<file path="config.mk">
export PLATFORM = sky130hd
export DESIGN_NAME = tap_serializer_flat
export DESIGN_NICKNAME = d
export VERILOG_FILES = /design/src/rtl/tap_serializer_if.sv /design/src/rtl/tap_serializer.sv /design/src/flat_wrapper.sv
export SDC_FILE = /design/constraint.sdc
export NUM_CORES = 1
export LEC_CHECK = 0
export CORE_MARGIN = 4
export CORE_UTILIZATION = 41
export DETAILED_ROUTE_END_ITERATION = 10
export PLACE_DENSITY = 0.77
export SYNTH_ARGS = -nofsm -noshare
export SYNTH_HDL_FRONTEND = slang
export SYNTH_SLANG_ARGS = --single-unit
</file>
<file path="constraint.sdc">
create_clock -name clk -period 3.2 [get_ports clk]
set_clock_uncertainty 0.1 [all_clocks]
set_input_delay 0.96 -clock clk [delete_from_list [all_inputs] [get_ports clk]]
set_output_delay 0.96 -clock clk [all_outputs]
set_load 0.02 [all_outputs]
</file>
<file path="src/rtl/tap_serializer_if.sv">
// Handshake bundle between the tap buffer, the tap serializer and the MAC datapath.
// The slave modport is the serializer's view; the master modport is the surrounding logic's view.
interface tap_serializer_if #(
    parameter int FXP_WIDTH     = 16,
    parameter int FILTER_LENGTH = 8,
    parameter int TAP_BUS_WIDTH = FXP_WIDTH * FILTER_LENGTH,
    parameter int IDX_WIDTH     = $clog2(FILTER_LENGTH)
);
    logic                     in_valid;
    logic                     in_ready;
    logic [TAP_BUS_WIDTH-1:0] tap_bus;
    logic                     out_valid;
    logic                     out_ready;
    logic [FXP_WIDTH-1:0]     tap_out;
    logic [IDX_WIDTH-1:0]     tap_idx;
    logic                     tap_first;
    logic                     tap_last;
    logic                     busy;

    modport slave (
        input  in_valid, tap_bus, out_ready,
        output in_ready, out_valid, tap_out, tap_idx, tap_first, tap_last, busy
    );

    modport master (
        output in_valid, tap_bus, out_ready,
        input  in_ready, out_valid, tap_out, tap_idx, tap_first, tap_last, busy
    );
endinterface

</file>
<file path="src/rtl/tap_serializer.sv">
// Captures one packed snapshot of FILTER_LENGTH taps and streams them, one per handshake,
// to the shared complex-MAC datapath with index and first/last markers.
module tap_serializer #(
    parameter int FXP_WIDTH     = 16,
    parameter int FILTER_LENGTH = 8,
    parameter int TAP_BUS_WIDTH = FXP_WIDTH * FILTER_LENGTH,
    parameter int IDX_WIDTH     = $clog2(FILTER_LENGTH)
) (
    input  logic            clk,
    input  logic            rst_n,
    tap_serializer_if.slave bus
);
    localparam logic [IDX_WIDTH-1:0] LAST_IDX = IDX_WIDTH'(FILTER_LENGTH - 1);

    typedef enum logic {IDLE, STREAM} state_t;

    state_t               state;
    logic [FXP_WIDTH-1:0] taps [FILTER_LENGTH];
    logic [IDX_WIDTH-1:0] idx_q;
    logic [IDX_WIDTH-1:0] idx_next;
    logic [FXP_WIDTH-1:0] tap_out_q;
    logic                 out_valid_q;
    logic                 first_q;
    logic                 last_q;
    logic                 in_ready;
    logic                 handshake;
    logic                 capture;

    // The only combinational input-to-output path: a new snapshot may enter on the last-tap handshake.
    assign handshake = out_valid_q & bus.out_ready;
    assign in_ready  = (state == IDLE) | (handshake & last_q);
    assign capture   = bus.in_valid & in_ready;
    assign idx_next  = idx_q + 1'b1;

    // NOTE: sequential state uses non-blocking assignments so every register samples pre-edge values.
    always_ff @(posedge clk or negedge rst_n) begin
        if (!rst_n) begin
            state       <= IDLE;
            idx_q       <= '0;
            tap_out_q   <= '0;
            out_valid_q <= 1'b0;
            first_q     <= 1'b0;
            last_q      <= 1'b0;
            // NOTE: the snapshot is a handful of flops, not a RAM, so clearing it on reset is cheap and intended.
            for (int i = 0; i < FILTER_LENGTH; i++) taps[i] <= '0;
        end else if (capture) begin
            state       <= STREAM;
            idx_q       <= '0;
            tap_out_q   <= bus.tap_bus[FXP_WIDTH-1:0];
            out_valid_q <= 1'b1;
            first_q     <= 1'b1;
            last_q      <= 1'b0;
            for (int i = 0; i < FILTER_LENGTH; i++) taps[i] <= bus.tap_bus[i*FXP_WIDTH +: FXP_WIDTH];
        end else if (handshake) begin
            if (last_q) begin
                state       <= IDLE;
                idx_q       <= '0;
                out_valid_q <= 1'b0;
                first_q     <= 1'b0;
                last_q      <= 1'b0;
            end else begin
                idx_q     <= idx_next;
                tap_out_q <= taps[idx_next];
                first_q   <= 1'b0;
                last_q    <= (idx_next == LAST_IDX);
            end
        end
    end

    assign bus.in_ready  = in_ready;
    assign bus.out_valid = out_valid_q;
    assign bus.tap_out   = tap_out_q;
    assign bus.tap_idx   = idx_q;
    assign bus.tap_first = first_q;
    assign bus.tap_last  = last_q;
    assign bus.busy      = out_valid_q;
endmodule
</file>
<file path="src/flat_wrapper.sv">
// flat-port wrapper written by rule: the top's interface ports become plain ports
module tap_serializer_flat 
#(
    parameter int FXP_WIDTH     = 16,
    parameter int FILTER_LENGTH = 8,
    parameter int TAP_BUS_WIDTH = FXP_WIDTH * FILTER_LENGTH,
    parameter int IDX_WIDTH     = $clog2(FILTER_LENGTH)
)
  (clk, rst_n, bus_in_valid, bus_tap_bus, bus_out_ready, bus_in_ready, bus_out_valid, bus_tap_out, bus_tap_idx, bus_tap_first, bus_tap_last, bus_busy);
  tap_serializer_if #(.FXP_WIDTH(FXP_WIDTH), .FILTER_LENGTH(FILTER_LENGTH), .TAP_BUS_WIDTH(TAP_BUS_WIDTH), .IDX_WIDTH(IDX_WIDTH)) bus_i ();
  input  logic clk;
  input  logic rst_n;
  input wire logic [$bits(bus_i.in_valid)-1:0] bus_in_valid;
  input wire logic [$bits(bus_i.tap_bus)-1:0] bus_tap_bus;
  input wire logic [$bits(bus_i.out_ready)-1:0] bus_out_ready;
  output wire logic [$bits(bus_i.in_ready)-1:0] bus_in_ready;
  output wire logic [$bits(bus_i.out_valid)-1:0] bus_out_valid;
  output wire logic [$bits(bus_i.tap_out)-1:0] bus_tap_out;
  output wire logic [$bits(bus_i.tap_idx)-1:0] bus_tap_idx;
  output wire logic [$bits(bus_i.tap_first)-1:0] bus_tap_first;
  output wire logic [$bits(bus_i.tap_last)-1:0] bus_tap_last;
  output wire logic [$bits(bus_i.busy)-1:0] bus_busy;
  assign bus_i.in_valid = bus_in_valid;
  assign bus_i.tap_bus = bus_tap_bus;
  assign bus_i.out_ready = bus_out_ready;
  assign bus_in_ready = bus_i.in_ready;
  assign bus_out_valid = bus_i.out_valid;
  assign bus_tap_out = bus_i.tap_out;
  assign bus_tap_idx = bus_i.tap_idx;
  assign bus_tap_first = bus_i.tap_first;
  assign bus_tap_last = bus_i.tap_last;
  assign bus_busy = bus_i.busy;
  tap_serializer #(.FXP_WIDTH(FXP_WIDTH), .FILTER_LENGTH(FILTER_LENGTH), .TAP_BUS_WIDTH(TAP_BUS_WIDTH), .IDX_WIDTH(IDX_WIDTH)) u_core (.clk(clk), .rst_n(rst_n), .bus(bus_i));
endmodule
</file>
==> impl_metrics.py <==
metrics = {
    "pwr": {
        "p_leak_uw": 0.004562,
        "total_power_uw": 9754,
        "peakVddDrop_mv": 0.5523,
        "cellPowerDensity_nw_per_um2": 1017,
    },
    "detailed_routing": {
        "drt_iter0_drc": 392,
        "vias": 5988,
        "totalWireLength_um": 19710,
        "drc": 0,
        "viasPerCell": 5.131,
        "ant_nets": 0,
        "wl_per_cell_um": 16.89,
        "drtPass1Iterations": 7,
    },
    "finish": {
        "instances_no_fill": 1167,
        "multi_input_area_um2": 3167,
        "final_common_cell": "nand2_1",
        "drive_gt1_share_pct": 9.873,
        "area_growth_pct": 33.57,
        "fill_cells": 1563,
        "n_antenna_cell": 0,
        "layout_common_cells": "390 x nand2_1, 153 x clkdlybuf4s50_1, 149 x dfrtp_1, 28 x nor3b_1, 28 x nor2_1",
        "regArea_um2": 3755,
        "nets": 1063,
    },
    "sta": {
        "min_period_ps": 3003,
        "hold_viol_final": 0,
        "rsz0062_at_grt": "false",
        "relSlewSlack_pct": 39.49,
        "clock.fmax_mhz": 333.0,
        "finalSetupViolCount": 0,
        "final_max_slew_viol_count": 0,
        "finalCritPeriodShare_pct": 93.84,
        "fin_ws_ps": 197.1,
        "tightest_slew_ps": 903.2,
    },
    "die": {
        "die-height_um": 140.3,
        "dieArea_um2": 19690,
        "core.rowCount": 48,
        "die_w_um": 140.3,
        "core_um2": 17240,
        "start_util_pct": 41.65,
        "top_level_ports": 156,
    },
    "clocking": {
        "clock_latency_ps": 430,
        "hold_buffers": 0,
        "clk_pin_slew_ps": 60,
        "tritoncts": "yes",
        "cts_buffers": 17,
        "clk_path_buf_depth": 2,
        "htreeDepth": 4,
        "cts-root-buf": "clkbuf_16",
        "cts_sinks": 150,
        "post_cts_buffers": 0,
    },
    "synthesis": {
        "syn-num-nets": 925,
        "yosys_warnings": 0,
        "synth_ff_type": "dfrtp_1",
        "ys_async_sr_fraction_pct": 100.0,
        "synth-edff-count": 0,
        "seq_area_frac_synth_pct": 52.28,
        "netlist_instances": 791,
        "synth_seq_cells": 150,
        "synthesis.area_um2": 7179,
        "synth.distinct_cells": 36,
        "synth_area_per_cell_um2": 9.076,
    },
    "grt": {
        "grt_usage_pct": 20.27,
        "grt_max_degree": 72,
        "antenna_found_initial": 2,
        "grt_overflow": 0,
        "grt_pass1_vias": 5785,
        "grt_pass1_wl_um": 31410,
    },
    "worst_setup_path": {
        "required_ps": 2140,
        "reg2reg_depth": 6,
        "reg2reg_from": "u_core.bus.tap_idx[0]",
        "crit_start": "bus_out_ready",
        "crit_type": "input port to output pin",
        "rrSetupSlack_ps": 510,
        "rr_endpoint": "u_core.bus.tap_out[12]",
        "cp_cell_sequence": "clkdlybuf4s50_1 -> a21bo_2 -> dlygate4sd2_1",
        "path_buf_inv": 2,
        "setup.worst_path.end": "bus_in_ready",
        "slowest_delay_ps": 430,
        "path_depth": 3,
        "crit_family": "buffers and inverters",
        "start_kind": "input port",
        "endpoint_kind": "output pin",
        "arrival_ps": 1940,
        "slowest_stage": "clkdlybuf4s50_1",
        "cp_max_fo": 2,
    },
    "place": {
        "post-dp-hpwl_um": 13700,
        "place_inst": 1135,
        "port-buffer-count": 155,
        "place.gp.congestion": 0.7958,
        "dp_slack_ps": -48.74,
    },
    "run_status": {
        "outcome": "complete, no violations",
    },
    "job": {
        "max_cap_violations": 0,
    },
    "hold_path": {
        "hp-class": "register to register",
    },
}
layer usage:
layer  wire (um)  GRT usage, %  vias up
met2        9086         30.24      213
met1        8654         28.28     2865
li1            -             -     2871
met3        1495         5.975       35
met4         443         7.241        4
met5          33             0        -
worst min-delay path by stage:
stage / start / to / slack (ps) / cells after the start
2_1_floorplan: u_core.taps[48] / u_core.taps[48] / 340 / 2
3_3_place_gp: u_core.taps[98] / u_core.taps[98] / 350 / 2
3_5_place_dp: u_core.taps[109] / u_core.taps[109] / 360 / 2
4_1_cts: u_core.taps[109] / u_core.taps[109] / 370 / 2
5_1_grt: u_core.taps[109] / u_core.taps[109] / 380 / 2
6_report: u_core.taps[109] / u_core.taps[109] / 370 / 2
kinds of logic after synthesis:
kind of cell,after synthesis,synth area share [%]
AOI/OAI and AO/OA,63,7.128
and+or+nand+nor,476,27.10
buffers and inverters,58,3.886
xor gates and xnor gates,2,0.3486
muxes,40,8.905
DFF,150,52.28
adders and majority gates,2,0.3485
timing repair:
item	in CTS	in global routing
setup endpoints to repair	1	0
endpoints found under the hold margin	0	0
resized for setup	1	0
worst min-delay path, cell delays in order, from the launching register on:
cell and delay (ps):
dfrtp_1 330, nand2_1 50, nand2_1 60
state kept, by name (all words and copies together) (netlist names):
signal / count
u_core.bus.tap_last: 1
u_core.taps: 128
u_core.bus.tap_idx: 3
u_core.bus.busy: 1
u_core.bus.tap_first: 1
u_core.bus.tap_out: 16
Yosys cell counts (2+ instances only):
cell type,n,area (um^2)
nor2_1,28,105.1
nand2_1,391,1468
nand2b_1,9,56.30
buf_4,4,30.03
a21oi_1,8,40.04
buf_1,2,7.510
nor3_1,14,70.07
a211oi_2,7,87.58
a22o_1,2,17.52
buf_2,25,125.1
mux2i_1,14,140.1
nor2b_1,2,12.51
inv_1,3,11.26
a221o_1,9,90.09
mux2_2,7,78.83
nor3b_1,28,210.2
mux4_2,18,405.4
ha_1,2,25.02
dfrtp_1,150,3754
clkbuf_1,22,82.58
buf_6,2,22.52
o21ai_0,11,55.05
o31a_1,7,61.31
o211ai_1,6,45.04
a221oi_1,9,78.83
final cells by class:
cell class                      count  area share (%)
Sequential cell                   150           39.16
Tap cell                          225           2.936
Clock buffer                       21           4.906
Multi-Input combinational cell    583           33.02
Timing Repair Buffer              174           18.32
Clock inverter                     11           1.540
Inverter                            3          0.1174
stage by stage:
stage	instance area (um^2)	hold WS, ps	setup TNS [ps]	utilization, %
floorplan	7179	340.1	0	-
global placement	8972	352.0	-28.25	52.05
detailed placement	8972	356.9	-48.74	52.05
CTS	9589	370.9	0	55.63
global route	9589	384.5	0	55.63
finish	9589	367.5	0	55.63
report_power, final:
group	switching, uW	leakage, uW	internal (uW)
logic	2360	0.00240	2010
registers	518	0.00187	2780
clock network	804	0.000292	1290
Note: power is estimated with default switching activity, not from simulation.
